`src/rtl/ifu_pkg.sv`:
```
// Shared types and constants for the instruction fetch unit.
// Optional performance counter is enabled with the IFU_PERF_CNT_EN macro.
package ifu_pkg;

  localparam int XLEN = 64;
  localparam int ILEN = 32;
  localparam logic [ILEN-1:0] INST_NOP = 32'h00000013;

  typedef enum logic [1:0] {
    IDLE,
    FETCH,
    WAIT_RSP,
    DROP
  } ifu_state_e;

  typedef struct packed {
    logic [XLEN-1:0] pc;
    logic [ILEN-1:0] inst;
  } fifo_entry_t;

endpackage

```
`src/rtl/ifu_fifo.sv`:
```
// Circular instruction buffer holding {pc, inst} entries; DEPTH must be a power of two.
// The caller only pushes when there is room (not full, or popping in the same cycle).
module ifu_fifo
  import ifu_pkg::*;
#(
  parameter int DEPTH = 2
) (
  input  logic                       clk,
  input  logic                       rst_n,
  input  logic                       push_i,
  input  fifo_entry_t                data_i,
  input  logic                       pop_i,
  input  logic                       flush_i,
  output fifo_entry_t                data_o,
  output logic                       full_o,
  output logic                       empty_o,
  output logic [$clog2(DEPTH):0]     count_o
);

  localparam int PTR_W = $clog2(DEPTH);

  if (DEPTH < 2 || (DEPTH & (DEPTH - 1)) != 0) begin : g_depth_check
    $error("ifu_fifo: DEPTH must be a power of two, at least 2");
  end

  fifo_entry_t      mem_q [DEPTH];
  logic [PTR_W-1:0] wr_ptr_q, rd_ptr_q;
  logic [PTR_W:0]   count_q;
  logic             do_pop;

  assign empty_o = (count_q == '0);
  assign full_o  = (count_q == (PTR_W + 1)'(DEPTH));
  assign count_o = count_q;
  assign data_o  = mem_q[rd_ptr_q];
  assign do_pop  = pop_i && !empty_o;

  // NOTE: state registers use non-blocking assignments so every flop samples pre-edge values.
  always_ff @(posedge clk or negedge rst_n) begin
    if (!rst_n) begin
      wr_ptr_q <= '0;
      rd_ptr_q <= '0;
      count_q  <= '0;
    end else if (flush_i) begin
      wr_ptr_q <= '0;
      rd_ptr_q <= '0;
      count_q  <= '0;
    end else begin
      if (push_i) wr_ptr_q <= wr_ptr_q + 1'b1;
      if (do_pop) rd_ptr_q <= rd_ptr_q + 1'b1;
      count_q <= count_q + {{PTR_W{1'b0}}, push_i} - {{PTR_W{1'b0}}, do_pop};
    end
  end

  // NOTE: storage is deliberately not reset; the empty flag keeps stale entries invisible.
  always_ff @(posedge clk) begin
    if (push_i) mem_q[wr_ptr_q] <= data_i;
  end

endmodule

```
`src/rtl/inst_fetch_unit.sv`:
```
// Instruction fetch unit: single-outstanding fetch FSM feeding an instruction buffer.
// Define IFU_PERF_CNT_EN to add the fetch_count retired-fetch counter port.
module inst_fetch_unit
  import ifu_pkg::*;
#(
  parameter logic [63:0] RESET_PC   = 64'h0,
  parameter int          FIFO_DEPTH = 2
) (
  input  logic        clk,
  input  logic        rst_n,
  input  logic        redirect_valid,
  input  logic [63:0] redirect_pc,
  output logic        imem_req_valid,
  output logic [63:0] imem_req_addr,
  input  logic        imem_req_ready,
  input  logic        imem_rsp_valid,
  input  logic [31:0] imem_rsp_data,
  output logic        inst_valid,
  output logic [31:0] inst_data,
  output logic [63:0] inst_pc,
  input  logic        inst_ready
`ifdef IFU_PERF_CNT_EN
  ,
  output logic [31:0] fetch_count
`endif
);

  localparam int CNT_W = $clog2(FIFO_DEPTH) + 1;

  ifu_state_e      state_q, state_d;
  logic [XLEN-1:0] pc_q, pc_d;
  logic [XLEN-1:0] req_pc_q, req_pc_d;
  logic            req_fire, push, pop;
  logic            fifo_full, fifo_empty;
  logic [CNT_W-1:0] fifo_count;
  fifo_entry_t     push_entry, head;

  // NOTE: every always_comb output gets a default first so no latch can be inferred.
  always_comb begin
    state_d        = state_q;
    pc_d           = pc_q;
    req_pc_d       = req_pc_q;
    push           = 1'b0;
    imem_req_valid = (state_q == FETCH) && (fifo_count < CNT_W'(FIFO_DEPTH));
    req_fire       = imem_req_valid && imem_req_ready;

    case (state_q)
      IDLE:  state_d = FETCH;
      FETCH: begin
        if (req_fire) begin
          state_d  = WAIT_RSP;
          pc_d     = pc_q + 64'd4;
          req_pc_d = pc_q;
        end
      end
      WAIT_RSP: begin
        if (imem_rsp_valid) begin
          push    = !fifo_full || pop;
          state_d = FETCH;
        end
      end
      DROP:    if (imem_rsp_valid) state_d = FETCH;
      default: state_d = IDLE;
    endcase

    // A redirect overrides everything: an in-flight response is orphaned and must be drained.
    if (redirect_valid) begin
      push = 1'b0;
      pc_d = redirect_pc & ~64'h3;
      case (state_q)
        FETCH:            state_d = req_fire ? DROP : FETCH;
        WAIT_RSP, DROP:   state_d = imem_rsp_valid ? FETCH : DROP;
        default:          state_d = FETCH;
      endcase
    end
  end

  always_ff @(posedge clk or negedge rst_n) begin
    if (!rst_n) begin
      state_q  <= IDLE;
      pc_q     <= RESET_PC;
      req_pc_q <= '0;
    end else begin
      state_q  <= state_d;
      pc_q     <= pc_d;
      req_pc_q <= req_pc_d;
    end
  end

  assign imem_req_addr = pc_q;
  assign push_entry    = '{pc: req_pc_q, inst: imem_rsp_data};
  assign inst_valid    = !fifo_empty;
  assign pop           = inst_valid && inst_ready;
  assign inst_data     = fifo_empty ? INST_NOP : head.inst;
  assign inst_pc       = fifo_empty ? '0 : head.pc;

  ifu_fifo #(.DEPTH(FIFO_DEPTH)) u_fifo (
    .clk     (clk),
    .rst_n   (rst_n),
    .push_i  (push),
    .data_i  (push_entry),
    .pop_i   (pop),
    .flush_i (redirect_valid),
    .data_o  (head),
    .full_o  (fifo_full),
    .empty_o (fifo_empty),
    .count_o (fifo_count)
  );

`ifdef IFU_PERF_CNT_EN
  logic [31:0] fetch_count_q;

  always_ff @(posedge clk or negedge rst_n) begin
    if (!rst_n)   fetch_count_q <= '0;
    else if (pop) fetch_count_q <= fetch_count_q + 32'd1;
  end

  assign fetch_count = fetch_count_q;
`endif

endmodule

```
`config.mk`:
```
export PLATFORM = sky130hd
export DESIGN_NAME = inst_fetch_unit
export DESIGN_NICKNAME = d
export VERILOG_FILES = /design/src/rtl/ifu_pkg.sv /design/src/rtl/ifu_fifo.sv /design/src/rtl/inst_fetch_unit.sv
export SDC_FILE = /design/constraint.sdc
export NUM_CORES = 1
export LEC_CHECK = 0
export ABC_AREA = 1
export BUFFER_PORTS_ARGS = -buffer_cell sky130_fd_sc_hd__buf_2
export CAP_MARGIN = 20
export CORE_MARGIN = 5
export CORE_UTILIZATION = 39
export DETAILED_ROUTE_END_ITERATION = 8
export SYNTH_ARGS = -nofsm -noshare
export SYNTH_HDL_FRONTEND = slang
export SYNTH_SLANG_ARGS = --single-unit
```
`constraint.sdc`:
```
create_clock -name clk -period 4.9 [get_ports clk]
set_clock_uncertainty 0.15 [all_clocks]
set_input_delay 0 -clock clk [delete_from_list [all_inputs] [get_ports clk]]
set_output_delay 0 -clock clk [all_outputs]
set_load 0.01 [all_outputs]
```
==> results.py <==
metrics = {
    "run_status": {
        "status": "complete, but fails checks",
        "violations": "hold timing",
    },
    "floorplan": {
        "floorplan.initialDensity": 0.395,
        "die_height_um": 202,
        "io_pins": 264,
        "coreArea_um2": 36500,
        "dieWidth_um": 202,
        "dieArea_um2": 40900,
        "num_rows": 70,
    },
    "global_routing": {
        "antenna_found_initial": 0,
        "grt_pass1_wl_um": 69300,
        "grtUsageTotal": 0.216,
        "grt-ovfl-total": 0,
        "grt_pass1_vias": 11516,
        "grt_start_max_net_pins": 95,
    },
    "setup_path": {
        "startpoint": "u_fifo.rd_ptr_q",
        "path_buf_inv": 3,
        "crit_required_ps": 4750,
        "critical_path.max_stage_delay_ps": 970,
        "cp-endpoint": "inst_pc[15]",
        "cp_slowest_cell": "clkinv_2",
        "cp_cell_sequence": "clkinv_2 > buf_4 > nand2_1 > a21oi_1 > buf_2",
        "path_delay_family": "buffers and inverters",
        "r2r_cells": 9,
        "critPathKind": "reg -> out",
        "cp-start-kind": "register",
        "rrSetupSlack_ps": 1590,
        "worst-path-max-fanout": 62,
        "endpoint_kind": "output port",
        "cp.arrival_ps": 3330,
        "timing.rr.end": "imem_req_addr[2]",
        "worstSetupPathDepth": 5,
        "r2r_start": "state_q[1]",
    },
    "power": {
        "ir_worst_vdd_v": 0.000246,
        "p_per_area_nw_per_um2": 496,
        "p_total_w": 0.00901,
        "leakage_nw": 7.94,
    },
    "clock_network": {
        "post_cts_resized": 0,
        "clkTransAtPathRegs_ps": 60,
        "cts_tree": "done",
        "cts.path.max_buffers": 3,
        "clockRootBuffer": "clkbuf_16",
        "clock_latency_ps": 530,
        "cts_sinks": 318,
        "cts_buffers": 35,
        "htree_levels": 2,
    },
    "placed_design": {
        "placed_cells": 2221,
        "place_ws_ps": 1890,
        "io_buffers": 257,
        "gp_congestion": 0.911,
        "hpwl_um": 31300,
    },
    "logic_synthesis": {
        "postSynth.asyncResetShare": 0.409,
        "synth_area_um2": 14400,
        "synthDistinctLibCells": 35,
        "yosys.area_share.simple": 0.213,
        "yosysSeqAreaShare": 0.617,
        "ys_seq_elements": 318,
        "ys.flop_type": "edfxtp_1",
        "synth_compound_area_frac": 0.0904,
        "synth_top_family_by_area": "simple AND/OR/NAND/NOR gates",
        "synth_cells": 1550,
        "synthXorXnorAreaFrac": 0.0152,
        "yosysWarningCount": 0,
        "synthMuxAreaShare": 0,
        "syn_avg_cell_area_um2": 9.30,
        "synth_edf_count": 188,
        "synthAdderAreaFrac": 0.00260,
    },
    "routing": {
        "vias_per_cell": 4.97,
        "wire_per_inst_um": 18.9,
        "vias": 11863,
        "dr.pass1.iters": 5,
        "drc": 0,
        "drt_wl_total_um": 45100,
        "route.antenna.remaining_nets": 0,
        "drt_iter0_drc": 993,
    },
    "sta": {
        "fin_crit_ps": 3480,
        "fin_crit_sh": 0.711,
        "finalSetupViolCount": 0,
        "clock.fmax_mhz": 287,
        "drv_slew": 0,
        "worst_slew_pin_slew_ps": 1070,
        "final.setup.tns_ps": 0,
        "fin_ws_ps": 1420,
        "final-hold-violation-count": 5,
        "timing.slew.headroom": 0.286,
        "whs_ps": -19.1,
        "rsz0062_at_grt": "false",
    },
    "min_path": {
        "min_path_type": "in -> async",
    },
    "run": {
        "drv_cap": 0,
    },
    "cells_and_area": {
        "drive_above_1_share": 0.180,
        "syn_to_final_growth_pct": 26.0,
        "fin_cells": 2386,
        "antennaDiodeCount": 0,
        "final_net_count": 1997,
    },
}
[synthesized netlist by cell type, types with 2 or more instances]
cell      instances  share of area
a21oi_1          95          0.033
buf_1             4         0.0010
buf_2             7         0.0024
buf_4             4         0.0021
buf_6            17          0.013
clkbuf_1         34         0.0089
dfrtp_1         130           0.23
edfxtp_1        188           0.39
ha_1              3         0.0026
inv_1           124          0.032
inv_2             2        0.00052
nand2_1         548           0.14
nand2_2           8         0.0035
nand3_1          67          0.023
nand4_1           9         0.0039
nor2_1          124          0.032
nor2_2            3         0.0013
nor2_4            3         0.0023
o211ai_1          6         0.0031
o21ai_0          62          0.022
o21ai_1          55          0.019
o21ai_2           2         0.0012
o21bai_1         14         0.0073
o221ai_1          7         0.0043
xnor2_1           2         0.0012
xor2_1           23          0.014
[metal layers]
metal	vias up	part of all wire	global-route usage
met5	-	0	0
met4	0	0.034	0.0737
met3	82	0.053	0.0342
met2	361	0.47	0.342
met1	5657	0.44	0.305
li1	5763	-	-
[registers in the layout (all words and copies together) (netlist names)]
signal and count:
state_q 2, u_fifo.count_o 2, imem_req_addr 62, u_fifo.mem_q 188
req_pc_q 62, u_fifo.wr_ptr_q 1, u_fifo.rd_ptr_q 1
[cell type report]
cell class,count,area [um^2]
Fill cell,3400,18400
Sequential cell,318,8900
Clock inverter,14,143
Clock buffer,49,970
Inverter,127,484
Tap cell,468,586
Multi-Input combinational cell,1042,4670
Timing Repair Buffer,368,2410
[where the power goes]
group / internal, W / leakage (nW) / total (W) / switching [W]
registers: 0.00340 / 3.32 / 0.00389 / 0.000484
logic: 0.000842 / 4.07 / 0.00256 / 0.00172
clock network: 0.00150 / 0.551 / 0.00256 / 0.00106
[logic make-up after synthesis]
family | count (synthesis)
compound gates | 243
xor+xnor | 25
fa+ha+maj | 3
buf+inv | 193
flops | 318
other cells | 1
simple gates | 767
[cells in the final DEF, fill, tap and decap left out, drive strengths merged, types with 6 or more instances in the layout]
| master | netlist | routed |
|---|---|---|
| nand3 | 67 | 67 |
| o211ai | 6 | 6 |
| nand4 | 9 | 9 |
| o221ai | 7 | 7 |
| dfrtp | 130 | 130 |
| nor2 | 131 | 131 |
| nand2 | 557 | 557 |
| clkinv | 1 | 12 |
| o21ai | 119 | 119 |
| a21oi | 95 | 95 |
| edfxtp | 188 | 188 |
| buf | 32 | 266 |
| clkbuf | 34 | 49 |
| o21bai | 14 | 14 |
| dlygate4sd3 | 0 | 102 |
| inv | 126 | 127 |
| xor2 | 23 | 23 |
[worst min-delay path by stage]
stage | cells after the start | from | endpoint
2_1_floorplan | 0 | rst_n | imem_req_addr[10]
3_3_place_gp | 1 | rst_n | req_pc_q[46]
3_5_place_dp | 1 | rst_n | req_pc_q[46]
4_1_cts | 2 | rst_n | req_pc_q[21]
5_1_grt | 2 | imem_rsp_data[8] | u_fifo.mem_q[1][8]
6_report | 2 | rst_n | req_pc_q[46]
[through the flow]
step	util	cell area [um^2]
floorplan	-	14400
global placement	0.439	16000
detailed placement	0.439	16000
CTS	0.497	18200
global route	0.497	18200
finish	0.497	18200
[worst reg2reg max path, cell delays in order (launching register included)]
cell and delay (ps):
dfrtp_1 380, inv_1 90, nand2_2 100, nor3_4 520, clkinv_2 540, buf_4 550
nand2_1 180, nand2_1 60, a21oi_1 110, dlygate4sd3_1 560
[what timing repair did]
action	4_1_cts	5_1_grt
hold buffers	102	0
setup endpoints to repair	0	0
hold endpoints to repair	221	0
setup buffers	0	0
Note: power is estimated with default switching activity, not from simulation.
